`config.mk`:
```
export PLATFORM = sky130hd
export DESIGN_NAME = fetch_unit_flat
export DESIGN_NICKNAME = d
export VERILOG_FILES = /design/src/rtl/fetch_pkg.sv /design/src/rtl/fetch_unit_if.sv /design/src/rtl/fetch_unit_if_id_reg.sv /design/src/rtl/fetch_unit.sv /design/src/flat_wrapper.sv
export SDC_FILE = /design/constraint.sdc
export NUM_CORES = 1
export LEC_CHECK = 0
export BUFFER_PORTS_ARGS = -buffer_cell sky130_fd_sc_hd__buf_2
export CELL_PAD_IN_SITES_DETAIL_PLACEMENT = 1
export CELL_PAD_IN_SITES_GLOBAL_PLACEMENT = 1
export CORE_MARGIN = 2
export CORE_UTILIZATION = 29
export DETAILED_ROUTE_END_ITERATION = 10
export PLACE_DENSITY_LB_ADDON = 0.1
export SETUP_SLACK_MARGIN = 0.4
export SLEW_MARGIN = 25
export SYNTH_ARGS = -nofsm -noshare
export SYNTH_HDL_FRONTEND = slang
export SYNTH_SLANG_ARGS = --single-unit
```
`constraint.sdc`:
```
create_clock -name clk -period 1.35 [get_ports clk]
set_input_delay 0.0675 -clock clk [delete_from_list [all_inputs] [get_ports clk]]
set_output_delay 0.0675 -clock clk [all_outputs]
set_load 0.05 [all_outputs]
```
`src/rtl/fetch_pkg.sv`:
```
`default_nettype none
// ============================================================================
// Module      : fetch_pkg
// Description : Shared types and defaults for the instruction fetch unit.
// Revision    : 1.0 - initial release
// ============================================================================
package fetch_pkg;

    localparam int DEFAULT_DATA_WIDTH = 32;
    localparam int DEFAULT_PC_INCR    = 4;

    typedef enum logic [2:0] {
        ST_IDLE = 3'd0,
        ST_REQ  = 3'd1,
        ST_WAIT = 3'd2,
        ST_DROP = 3'd3,
        ST_HOLD = 3'd4
    } fetch_state_t;

endpackage : fetch_pkg
`default_nettype wire

```
`src/rtl/fetch_unit_if.sv`:
```
`default_nettype none
// ============================================================================
// Module      : fetch_unit_if
// Description : PC-register, instruction-memory and IF/ID handshake bundle.
// Revision    : 1.0 - initial release
// ============================================================================
interface fetch_unit_if
    import fetch_pkg::*;
#(
    parameter int DATA_WIDTH = DEFAULT_DATA_WIDTH
);
    logic [DATA_WIDTH-1:0] i_PC;
    logic                  o_Load;
    logic [DATA_WIDTH-1:0] o_NextPC;
    logic                  i_Redirect;
    logic [DATA_WIDTH-1:0] i_RedirectPC;
    logic                  o_ImemReq;
    logic [DATA_WIDTH-1:0] o_ImemAddr;
    logic                  i_ImemGnt;
    logic                  i_ImemRValid;
    logic [DATA_WIDTH-1:0] i_ImemRData;
    logic                  o_IfValid;
    logic [DATA_WIDTH-1:0] o_IfInstr;
    logic [DATA_WIDTH-1:0] o_IfPC;
    logic                  i_IdReady;

    // The fetch unit is the master; pc register, memory and decode form the slave side.
    modport master (
        input  i_PC, i_Redirect, i_RedirectPC, i_ImemGnt, i_ImemRValid,
               i_ImemRData, i_IdReady,
        output o_Load, o_NextPC, o_ImemReq, o_ImemAddr, o_IfValid,
               o_IfInstr, o_IfPC
    );

    modport slave (
        output i_PC, i_Redirect, i_RedirectPC, i_ImemGnt, i_ImemRValid,
               i_ImemRData, i_IdReady,
        input  o_Load, o_NextPC, o_ImemReq, o_ImemAddr, o_IfValid,
               o_IfInstr, o_IfPC
    );

endinterface : fetch_unit_if
`default_nettype wire

```
`src/rtl/fetch_unit_if_id_reg.sv`:
```
`default_nettype none
// ============================================================================
// Module      : if_id_reg
// Description : Single-entry IF/ID slot holding an instruction and its PC.
// Revision    : 1.0 - initial release
// ============================================================================
module if_id_reg
    import fetch_pkg::*;
#(
    parameter int DATA_WIDTH = DEFAULT_DATA_WIDTH
) (
    input  wire                   clk,
    input  wire                   reset,
    input  wire                   i_load,
    input  wire                   i_clear,
    input  wire  [DATA_WIDTH-1:0] i_data,
    input  wire  [DATA_WIDTH-1:0] i_pc,
    output logic                  o_valid,
    output logic [DATA_WIDTH-1:0] o_instr,
    output logic [DATA_WIDTH-1:0] o_pc
);

    logic                  r_valid;
    logic [DATA_WIDTH-1:0] r_instr;
    logic [DATA_WIDTH-1:0] r_pc;

    // Clearing only drops the valid flag; payload stays put until the next fill.
    always_ff @(posedge clk) begin
        if (!reset) begin
            r_valid <= 1'b0;
            r_instr <= '0;
            r_pc    <= '0;
        end else if (i_load) begin
            r_valid <= 1'b1;
            r_instr <= i_data;
            r_pc    <= i_pc;
        end else if (i_clear) begin
            r_valid <= 1'b0;
        end
    end

    assign o_valid = r_valid;
    assign o_instr = r_instr;
    assign o_pc    = r_pc;

endmodule : if_id_reg
`default_nettype wire

```
`src/rtl/fetch_unit.sv`:
```
`default_nettype none
// ============================================================================
// Module      : fetch_unit
// Description : Single-outstanding instruction fetch with redirect handling.
// Revision    : 1.0 - initial release
// ============================================================================
module fetch_unit
    import fetch_pkg::*;
#(
    parameter int DATA_WIDTH = DEFAULT_DATA_WIDTH,
    parameter int PC_INCR    = DEFAULT_PC_INCR
) (
    input  wire          clk,
    input  wire          reset,
    fetch_unit_if.master bus
);

    localparam logic [DATA_WIDTH-1:0] c_PC_INCR = DATA_WIDTH'(PC_INCR);

    fetch_state_t          r_state;
    logic                  r_imem_req;
    logic [DATA_WIDTH-1:0] r_req_pc;

    logic                  w_accept;
    logic                  w_fill;
    logic                  w_slot_clear;
    logic                  w_load;
    logic [DATA_WIDTH-1:0] w_next_pc;
    logic                  w_slot_valid;
    logic [DATA_WIDTH-1:0] w_slot_instr;
    logic [DATA_WIDTH-1:0] w_slot_pc;

    assign w_accept     = (r_state == ST_HOLD) && bus.i_IdReady;
    assign w_fill       = (r_state == ST_WAIT) && bus.i_ImemRValid && !bus.i_Redirect;
    assign w_slot_clear = (r_state == ST_HOLD) && (bus.i_IdReady || bus.i_Redirect);

    // Redirect wins over sequential advance; nothing loads while reset is held.
    always_comb begin
        w_load    = 1'b0;
        w_next_pc = '0;
        if (reset) begin
            if (bus.i_Redirect) begin
                w_load    = 1'b1;
                w_next_pc = bus.i_RedirectPC;
            end else if (w_accept) begin
                w_load    = 1'b1;
                w_next_pc = bus.i_PC + c_PC_INCR;
            end
        end
    end

    always_ff @(posedge clk) begin
        if (!reset) begin
            r_state    <= ST_IDLE;
            r_imem_req <= 1'b0;
            r_req_pc   <= '0;
        end else begin
            case (r_state)
                ST_IDLE: begin
                    r_state    <= ST_REQ;
                    r_imem_req <= 1'b1;
                end
                ST_REQ: begin
                    if (bus.i_ImemGnt) begin
                        r_req_pc   <= bus.i_PC;
                        r_imem_req <= 1'b0;
                        r_state    <= bus.i_Redirect ? ST_DROP : ST_WAIT;
                    end
                end
                ST_WAIT: begin
                    if (bus.i_ImemRValid) begin
                        r_state    <= bus.i_Redirect ? ST_REQ : ST_HOLD;
                        r_imem_req <= bus.i_Redirect;
                    end else if (bus.i_Redirect) begin
                        r_state <= ST_DROP;
                    end
                end
                // The in-flight response belongs to the abandoned path.
                ST_DROP: begin
                    if (bus.i_ImemRValid) begin
                        r_state    <= ST_REQ;
                        r_imem_req <= 1'b1;
                    end
                end
                ST_HOLD: begin
                    if (bus.i_IdReady || bus.i_Redirect) begin
                        r_state    <= ST_REQ;
                        r_imem_req <= 1'b1;
                    end
                end
                default: begin
                    r_state    <= ST_IDLE;
                    r_imem_req <= 1'b0;
                end
            endcase
        end
    end

    if_id_reg #(
        .DATA_WIDTH (DATA_WIDTH)
    ) u_if_id_reg (
        .clk     (clk),
        .reset   (reset),
        .i_load  (w_fill),
        .i_clear (w_slot_clear),
        .i_data  (bus.i_ImemRData),
        .i_pc    (r_req_pc),
        .o_valid (w_slot_valid),
        .o_instr (w_slot_instr),
        .o_pc    (w_slot_pc)
    );

    assign bus.o_Load     = w_load;
    assign bus.o_NextPC   = w_next_pc;
    assign bus.o_ImemReq  = r_imem_req;
    assign bus.o_ImemAddr = r_imem_req ? bus.i_PC : '0;
    assign bus.o_IfValid  = w_slot_valid;
    assign bus.o_IfInstr  = w_slot_instr;
    assign bus.o_IfPC     = w_slot_pc;

endmodule : fetch_unit
`default_nettype wire

```
`src/flat_wrapper.sv`:
```
// flat-port wrapper written by rule: the top's interface ports become plain ports
module fetch_unit_flat import fetch_pkg::*;
#(
    parameter int DATA_WIDTH = DEFAULT_DATA_WIDTH,
    parameter int PC_INCR    = DEFAULT_PC_INCR
)
  (clk, reset, bus_i_PC, bus_i_Redirect, bus_i_RedirectPC, bus_i_ImemGnt, bus_i_ImemRValid, bus_i_ImemRData, bus_i_IdReady, bus_o_Load, bus_o_NextPC, bus_o_ImemReq, bus_o_ImemAddr, bus_o_IfValid, bus_o_IfInstr, bus_o_IfPC);
  fetch_unit_if #(.DATA_WIDTH(DATA_WIDTH)) bus_i ();
  input  wire clk;
  input  wire reset;
  input wire logic [$bits(bus_i.i_PC)-1:0] bus_i_PC;
  input wire logic [$bits(bus_i.i_Redirect)-1:0] bus_i_Redirect;
  input wire logic [$bits(bus_i.i_RedirectPC)-1:0] bus_i_RedirectPC;
  input wire logic [$bits(bus_i.i_ImemGnt)-1:0] bus_i_ImemGnt;
  input wire logic [$bits(bus_i.i_ImemRValid)-1:0] bus_i_ImemRValid;
  input wire logic [$bits(bus_i.i_ImemRData)-1:0] bus_i_ImemRData;
  input wire logic [$bits(bus_i.i_IdReady)-1:0] bus_i_IdReady;
  output wire logic [$bits(bus_i.o_Load)-1:0] bus_o_Load;
  output wire logic [$bits(bus_i.o_NextPC)-1:0] bus_o_NextPC;
  output wire logic [$bits(bus_i.o_ImemReq)-1:0] bus_o_ImemReq;
  output wire logic [$bits(bus_i.o_ImemAddr)-1:0] bus_o_ImemAddr;
  output wire logic [$bits(bus_i.o_IfValid)-1:0] bus_o_IfValid;
  output wire logic [$bits(bus_i.o_IfInstr)-1:0] bus_o_IfInstr;
  output wire logic [$bits(bus_i.o_IfPC)-1:0] bus_o_IfPC;
  assign bus_i.i_PC = bus_i_PC;
  assign bus_i.i_Redirect = bus_i_Redirect;
  assign bus_i.i_RedirectPC = bus_i_RedirectPC;
  assign bus_i.i_ImemGnt = bus_i_ImemGnt;
  assign bus_i.i_ImemRValid = bus_i_ImemRValid;
  assign bus_i.i_ImemRData = bus_i_ImemRData;
  assign bus_i.i_IdReady = bus_i_IdReady;
  assign bus_o_Load = bus_i.o_Load;
  assign bus_o_NextPC = bus_i.o_NextPC;
  assign bus_o_ImemReq = bus_i.o_ImemReq;
  assign bus_o_ImemAddr = bus_i.o_ImemAddr;
  assign bus_o_IfValid = bus_i.o_IfValid;
  assign bus_o_IfInstr = bus_i.o_IfInstr;
  assign bus_o_IfPC = bus_i.o_IfPC;
  fetch_unit #(.DATA_WIDTH(DATA_WIDTH), .PC_INCR(PC_INCR)) u_core (.clk(clk), .reset(reset), .bus(bus_i));
endmodule
```
==> results of run 1 <==
## final cells by class
class | instances | area, um^2 | area share (%)
clock buffers | 14 | 275.3 | 2.693
multi-input cells | 497 | 3460 | 33.85
flip-flops and latches | 101 | 2092 | 20.47
well taps | 225 | 281.5 | 2.755
inverters | 3 | 11.26 | 0.1102
repair buffers | 395 | 4061 | 39.74
clock inverters | 2 | 38.79 | 0.3795
## cells in the final DEF, fill, tap and decap left out, drive strengths merged, types with 4 or more instances in the layout
master / synthesis / final
dfxtp: 101 / 101
xor2: 21 / 21
and2: 34 / 34
nor2b: 10 / 10
a21boi: 98 / 98
dlygate4sd3: 0 / 35
buf: 18 / 360
nor2: 11 / 11
nand3: 11 / 11
nand2: 231 / 231
o21ai: 24 / 24
a22oi: 9 / 9
clkbuf: 28 / 14
a21oi: 4 / 4
xnor2: 7 / 7
nand4: 11 / 11
## flip-flops by register name (all words and copies together) (netlist names)
name / flops
u_core.bus.o_ImemReq: 1
u_core.r_req_pc: 32
u_core.r_state: 3
u_core.u_if_id_reg.o_instr: 32
u_core.u_if_id_reg.o_pc: 32
u_core.u_if_id_reg.o_valid: 1
## final timing paths
path / start / end / slack, ps / cells after the start
hold reg to reg: u_core.r_req_pc[31] / u_core.u_if_id_reg.o_pc[31] / 450 / 2
hold / removal: bus_i_PC[30] / u_core.r_req_pc[30] / 20 / 3
setup / recovery: u_core.r_state[0] / u_core.u_if_id_reg.o_instr[15] / -490 / 11
setup reg to reg: u_core.r_state[0] / u_core.u_if_id_reg.o_instr[15] / -490 / 11
## power by group
part           internal [W]  switching, W
Combinational       0.00111       0.00121
Sequential          0.00303     0.0000525
Clock               0.00161       0.00117
## tightest hold or removal path: stages
cell and delay (ps):
buf_2 130, nand2_1 60, a21boi_1 50
## what timing repair did
item / CTS / global route
hold endpoints to repair: 35 / 0
buffers inserted: 32 / 19
cloned: 18 / 0
pin swaps: 56 / 6
gates resized for setup: 326 / 231
hold buffers: 35 / 0
endpoints found under the setup margin: 232 / 232
## layer usage
layer | wire (um) | vias up | GRT usage, %
li1 | - | 2853 | -
met1 | 9824 | 2938 | 29.35
met2 | 13010 | 171 | 47.38
met3 | 919 | 36 | 4.901
met4 | 511 | 0 | 6.597
met5 | 0 | - | 0
## metrics by stage
stage | TNS [ps] | total power, W | util, %
finish | -54090 | 0.008188 | 59.71
global route | -64790 | 0.008469 | 59.71
CTS | -50010 | 0.008129 | 55.61
detailed placement | -22540 | 0.004728 | 42.12
global placement | -16550 | 0.004692 | 42.12
floorplan | -11360 | 0.004200 | -
## kinds of logic after synthesis
family,count (synthesis),synth area share (%)
flops,101,40.34
fa+ha+maj,1,0.2496
simple gates,326,30.11
compound gates,140,19.90
buf+inv,49,4.294
mux,1,0.2246
xor+xnor,28,4.893
==> out/metrics.cfg, run 1 <==
[final_layout]
nets=1110
fin_area_um2=10220
syn2layout_area_growth_pct=103.9
stdcell_count=1237
fill_cells=1891
drive_gt1_share_pct=55.14
insertedDiodeCount=0

[floorplanning]
rows=48
die_height_um=135.5
dieArea_um2=18350
dieWidth_um=135.5
io_pins=233
start_util_pct=29.28
coreArea_um2=17120

[worst_setup_path]
slowest_delay_ps=350
critPathArrivalTime_ps=2080
worst_path_most_repeated_cell=buf_6
crit_type=reg2reg
crit_fanout=13
worstPathRequired_ps=1590
worst_setup_path_end_kind=register
worst-path-buf-inv=6
start_kind=register
cp_cell_sequence=buf_6 > buf_6 > buf_6 > nor2_4 > nand2_2 > buf_6 > or2_4 > buf_12 > buf_16 > nand2_1 > a21boi_1
cp_slowest_cell=dfxtp_2
cpLargestDelayFamily=buffers and inverters

[clocking]
cts-root-buf=clkbuf_16
insertion_delay_ps=350
cts_tree=built
htree_levels=3
numCtsBuffers=9
clk_pin_slew_ps=70
cts.sinks=101
clockBufferDepth=2

[placed_design]
dp_slack_ps=-379.6
port_buffers=232
dpl.hpwl_mm=13.60
place_congestion=0.7975
place_inst=1117
postPlaceCellArea_um2=7209

[grt]
grt_remaining_overflow=0
grt_pass1_wl_mm=35.47
grt_usage_pct=25.29
grt_start_max_net_pins=60
grt_pass1_vias=6490
antenna_found_initial=0

[timing]
setup_slack_ps=-492.4
period_needed_ps=1842
whs_ps=21.96
fin_skew_ps=13.49
rsz0062_at_grt=true
relSlewSlack_pct=75.55
fmax_mhz=542.8
tightest_slew_ps=364.2
fin_crit_sh_pct=136.5
hold_viol=0
drv_slew=0
setup_viol_count_final=158

[synth]
netlist_area_um2=5012
syn_inst=646
synth_edf_count=0
yosysMostFrequentCell=nand2_1
synth_common_cells=nand2_1 (230), dfxtp_1 (101), a21boi_0 (95)
synthArstFlopShare_pct=0
synth_seq_cells=101
yosysUniqueCellTypes=44
yosys_warnings=0
syn_nets=749
yosys.area.top_type_share_pct=40.34
ys.flop_type=dfxtp_1
synth_top_area_cell=dfxtp_1
synth.area.top_cells=dfxtp_1 (40%), nand2_1 (17%), a21boi_0 (14%)
yosysSeqAreaShare_pct=40.34
syn_avg_cell_area_um2=7.759

[run_status]
outcome=complete, but fails checks
violations=negative setup slack

[detailed_routing]
ant_nets=0
dr.pass1.iters=4
vias=5998
drc=0
drt-vias-per-instance=4.849
wire_per_inst_um=19.62
first_iter_violations=205
wl_mm=24.27

[flow_run]
cap_violations=0

[power]
peakVddDrop_v=0.0005977
power.density_nw_per_um2=801.2
leakagePower_nw=4.301

[worst_hold_path]
hp-class=in2reg

No activity file was read; power rests on OpenSTA's default activity.
==> run 2: changes to the inputs <==
Settings changed: CORE_ASPECT_RATIO set to 1.2, CTS_CLUSTER_SIZE set to 12, TNS_END_PERCENT set to 100.
==> out/metrics.cfg, run 2 (same netlist as run 1, synthesis figures left out) <==
[floorplanning]
coreArea_um2=16920
die_height_um=148.0
dieWidth_um=124.0
io_pins=233
start_util_pct=29.63
rows=52
dieArea_um2=18360

[timing]
fmax_mhz=510.3
setup_viol_count_final=160
relSlewSlack_pct=59.37
period_needed_ps=1959
drv_slew=0
fin_skew_ps=12.38
tightest_slew_ps=609.5
hold_viol=0
setup_slack_ps=-609.5
rsz0062_at_grt=true
fin_crit_sh_pct=145.1

[detailed_routing]
dr.pass1.iters=4
wl_mm=27.86
drt-vias-per-instance=5.011
drc=0
vias=6189
first_iter_violations=207
wire_per_inst_um=22.55
ant_nets=0

[flow_run]
cap_violations=0

[placed_design]
dpl.hpwl_mm=12.94
place_congestion=0.7615
dp_slack_ps=-317.2
port_buffers=232
place_inst=1105

[run_status]
violations=negative setup slack
outcome=complete, but fails checks

[worst_setup_path]
cpLargestDelayFamily=simple AND/OR/NAND/NOR gates
worstPathRequired_ps=1280
crit_fanout=9
crit_type=reg2out
cp_cell_sequence=nor3b_4 > nand2_2 > nor2_4 > buf_6 > a22oi_1 > nor2b_4 > buf_6
worst-path-buf-inv=2
start_kind=register
critPathArrivalTime_ps=1890
worst_setup_path_end_kind=primary output
cp_slowest_cell=dfxtp_2
worst_path_most_repeated_cell=buf_6
slowest_delay_ps=350

[clocking]
cts-root-buf=clkbuf_16
numCtsBuffers=9
cts_tree=built
insertion_delay_ps=350
clk_pin_slew_ps=80
cts.sinks=101
htree_levels=3
clockBufferDepth=2

[final_layout]
fill_cells=1800
nets=1114
final_common_cell=nand2_1
multi_input_area_um2=3918
final_cell_mix=nand2_1 (138), buf_2 (124), buf_8 (69)
drive_gt1_share_pct=63.68
postLayoutCoreUtil_pct=64.66
stdcell_count=1235
syn2layout_area_growth_pct=118.2
seqCellArea_um2=2145

[grt]
grt_pass1_wl_mm=35.91
grt_remaining_overflow=0
grt_start_max_net_pins=69
antenna_found_initial=2
grt_usage_pct=25.63
grt_pass1_vias=6417

[power]
power.switching_w=0.002633
peakVddDrop_v=0.0005446
leakagePower_nw=4.601
clkPwrFrac_pct=32.5
power.density_nw_per_um2=742.6
p_int_w=0.005490
p_sw_share_pct=32.41
combPwrFrac_pct=29.8
seqPwrFrac_pct=37.8

[worst_hold_path]
hp-class=in2reg

==> run 2: changes by cell type in the layout (fill, tap and decap cells not counted), sizes merged <==
cell | previous run | this run
bufinv | 1 | 0
clkinv | 1 | 4
clkbuf | 14 | 12
inv | 3 | 5
buf | 360 | 363
diode | 0 | 3
dlygate4sd3 | 35 | 34
==> run 2: final timing paths <==
path                                           from                           to  slack, ps  depth (start not counted)
worst max-delay path              u_core.r_state[0]              bus_o_NextPC[1]       -610                          7
worst min-delay path                   bus_i_PC[31]          u_core.r_req_pc[31]         30                          3
worst max register to register    u_core.r_state[0]  u_core.u_if_id_reg.o_pc[10]       -490                         11
worst min register to register  u_core.r_req_pc[23]  u_core.u_if_id_reg.o_pc[23]        440                          2
==> run 2: what timing repair did <==
action                                  in CTS  in global routing
endpoints found under the setup margin     232                232
setup buffers                               28                 23
gates resized for setup                    345                362
hold buffers                                34                  0
pin swaps                                   35                 27
endpoints found under the hold margin       34                  0
gates cloned                                25                  1
==> run 2: worst register-to-register path: cells and delay by family, from the launching register on <==
family	cells	cell delay [ps]
compound gates	1	230
buf+inv	6	760
flops	1	350
simple gates	4	380
==> run 2: layout make-up <==
| type | count | share of cell area [%] |
|---|---|---|
| well taps | 216 | 2.471 |
| clock inverters | 6 | 0.5033 |
| repair buffers | 399 | 39.25 |
| flip-flops and latches | 101 | 19.61 |
| clock buffers | 10 | 2.185 |
| multi-input cells | 497 | 35.82 |
| inverters | 3 | 0.1030 |
| diodes | 3 | 0.06863 |
==> run 2: power by group through the flow <==
| stage | clock (W) | combinational, W | sequential [W] |
|---|---|---|---|
| floorplan | 0 | 0.000998 | 0.00320 |
| global placement | 0 | 0.00152 | 0.00319 |
| detailed placement | 0 | 0.00154 | 0.00319 |
| CTS | 0.00261 | 0.00227 | 0.00310 |
| global route | 0.00279 | 0.00252 | 0.00307 |
| finish | 0.00264 | 0.00242 | 0.00307 |
==> run 2: routing by layer <==
layer  up-vias  global-route usage [%]  share of wire [%]
met5         -                       0                  0
met4         0                   6.798                3.2
met3        57                   4.398                5.2
met2       213                   48.93                 55
met1      3041                   28.68                 37
li1       2878                       -                  -
==> run 2: per-stage QoR <==
step,area (um^2),power (W),hold WS [ps],setup TNS (ps)
3_5_place_dp,7226,0.004727,331.0,-17670
6_report,10940,0.008123,31.72,-58510
2_1_floorplan,5554,0.004200,202.3,-11360
3_3_place_gp,7226,0.004701,319.3,-13970
4_1_cts,9698,0.007976,23.19,-46170
5_1_grt,10940,0.008384,61.48,-64930
==> run 3: changes to the inputs <==
Settings changed: CORE_UTILIZATION 29 to 30, SYNTH_HIERARCHICAL set to 1.
==> out/metrics.cfg, run 3 <==
[grt]
grt_start_max_net_pins=50
grt_pass1_wl_mm=33.08
grt_remaining_overflow=0
met2_usage_pct=45.50
use_met1_pct=26.92
gr-usage-met3_pct=4.503
antenna_found_initial=0
top_usage_layer=met2
grt_pass1_vias=6001
grt_usage_pct=24.13

[timing]
fin_crit_sh_pct=139.5
period_needed_ps=1883
drv_slew=0
tightest_slew_ps=403.5
relSlewSlack_pct=72.91
fmax_mhz=531.2
setup_slack_ps=-532.7
fin_skew_ps=10.99
setup_viol_count_final=160
hold_viol=0
rsz0062_at_grt=true

[run_status]
violations=negative setup slack
outcome=complete, but fails checks

[clocking]
cts-root-buf=clkbuf_16
cts.sinks=101
numCtsBuffers=9
htree_levels=3
cts_tree=built
clockBufferDepth=2
clk_pin_slew_ps=80
insertion_delay_ps=360

[worst_setup_path]
crit_fanout=13
start_kind=register
regToRegSetupSlack_ps=-390
critPathArrivalTime_ps=1820
worstPathRequired_ps=1280
worst_setup_path_end_kind=primary output
crit_type=reg2out

[synth]
synthArstFlopShare_pct=0
syn_avg_cell_area_um2=8.830
synth_top_area_cell=dfxtp_1
netlist_area_um2=5095
yosysSeqAreaShare_pct=39.69
synth.area.top_cells=dfxtp_1 (40%), mux2i_1 (13%), nor2b_1 (9.5%)
yosysUniqueCellTypes=37
syn_inst=577
ys.flop_type=dfxtp_1
yosysMostFrequentCell=dfxtp_1
synth_common_cells=dfxtp_1 (101), nand2_1 (96), nor2b_1 (77)
synth_seq_cells=101
yosys.area.top_type_share_pct=39.69
syn_nets=680
synth_edf_count=0
yosys_warnings=6

[placed_design]
port_buffers=232
postPlaceCellArea_um2=7390
dp_slack_ps=-359.0
place_congestion=0.8462
dpl.hpwl_mm=13.59

[final_layout]
final_common_cell=buf_2
multi_input_area_um2=3516
syn2layout_area_growth_pct=105.3
fill_cells=1743
seqCellArea_um2=2127
nets=1042
drive_gt1_share_pct=61.33
final_cell_mix=buf_2 (101), buf_8 (83), buf_6 (72)
fin_area_um2=10460
insertedDiodeCount=0

[flow_run]
cap_violations=0

[worst_hold_path]
hp-class=in2reg

[detailed_routing]
drt-vias-per-instance=4.847
ant_nets=0
first_iter_violations=158
drc=0
vias=5622
dr.pass1.iters=4
wl_mm=23.74
wire_per_inst_um=20.46

[floorplanning]
dieWidth_um=123.0
dieArea_um2=18050
die_height_um=146.8
start_util_pct=30.47
io_pins=233
rows=52
coreArea_um2=16720

[power]
leakagePower_nw=4.204
finalPower_w=0.008141
peakVddDrop_v=0.0005620
power.density_nw_per_um2=778.4

==> run 3: final timing paths <==
kind         cells past startpoint                          to                 from
max                              7             bus_o_NextPC[8]    u_core/r_state[2]
min reg2reg                      2         u_core/r_req_pc[29]  u_core/r_req_pc[29]
min                              3         u_core/r_req_pc[30]         bus_i_PC[30]
max reg2reg                      9  u_core/u_if_id_reg/o_pc[7]    u_core/r_state[0]
==> run 3: layout make-up <==
type	instances	share of cell area [%]
sequential	101	20.34
multi-input combinational	433	33.62
tap	216	2.584
timing repair buffer	389	40.44
inverter	5	0.2273
clock inverter	7	0.6460
clock buffer	9	2.153
==> run 3: cells by family (layout without fill, tap and decap cells) <==
logic type / after synthesis / count (layout) / share of synthesized area [%]
AO/OA/AOI/OAI: 74 / 74 / 9.577
XOR/XNOR: 28 / 28 / 4.813
adder cells (fa/ha/maj): 1 / 1 / 0.2455
buffers and inverters: 43 / 410 / 4.985
flip-flops: 101 / 101 / 39.69
multiplexers: 65 / 65 / 12.77
AND/OR/NAND/NOR: 265 / 265 / 27.92
==> run 3: stage by stage <==
| step | util (%) | std cells | hold slack [ps] | TNS [ps] |
|---|---|---|---|---|
| 2_1_floorplan | - | 577 | 202.3 | -7915 |
| 3_3_place_gp | 44.19 | 1053 | 326.9 | -16080 |
| 3_5_place_dp | 44.19 | 1053 | 339.6 | -17870 |
| 4_1_cts | 58.18 | 1137 | 2.193 | -32760 |
| 5_1_grt | 62.55 | 1160 | 14.97 | -50150 |
| 6_report | 62.55 | 1160 | 5.774 | -41590 |
==> run 3: layer usage <==
layer | up-vias | share of wire [%]
li1 | 2660 | -
met1 | 2744 | 38
met2 | 182 | 55
met3 | 36 | 5.1
met4 | 0 | 2.2
met5 | - | 0
==> run 3: critical path, stage by stage, from the launching register on <==
cell and delay, ps:
dfxtp_4 360, nor3b_4 210, nand2_2 100, nor2_4 140, nand2_2 110, buf_12 190
o21ai_4 160, buf_6 170
==> run 3: power breakdown <==
part	switching (W)	internal, W	total, W	leakage (nW)
combinational	0.00123	0.00119	0.00242	3.20
clock	0.00132	0.00130	0.00262	0.145
sequential	0.0000604	0.00304	0.00310	0.854
total	0.00261	0.00553	0.00814	4.20
==> run 3: what timing repair did <==
| item | 4_1_cts | 5_1_grt |
|---|---|---|
| setup buffers | 23 | 23 |
| resized for setup | 365 | 192 |
| hold buffers | 31 | 0 |
| endpoints found under the setup margin | 232 | 223 |
| gates cloned | 14 | 0 |
| pin swaps | 42 | 11 |
| endpoints found under the hold margin | 31 | 0 |
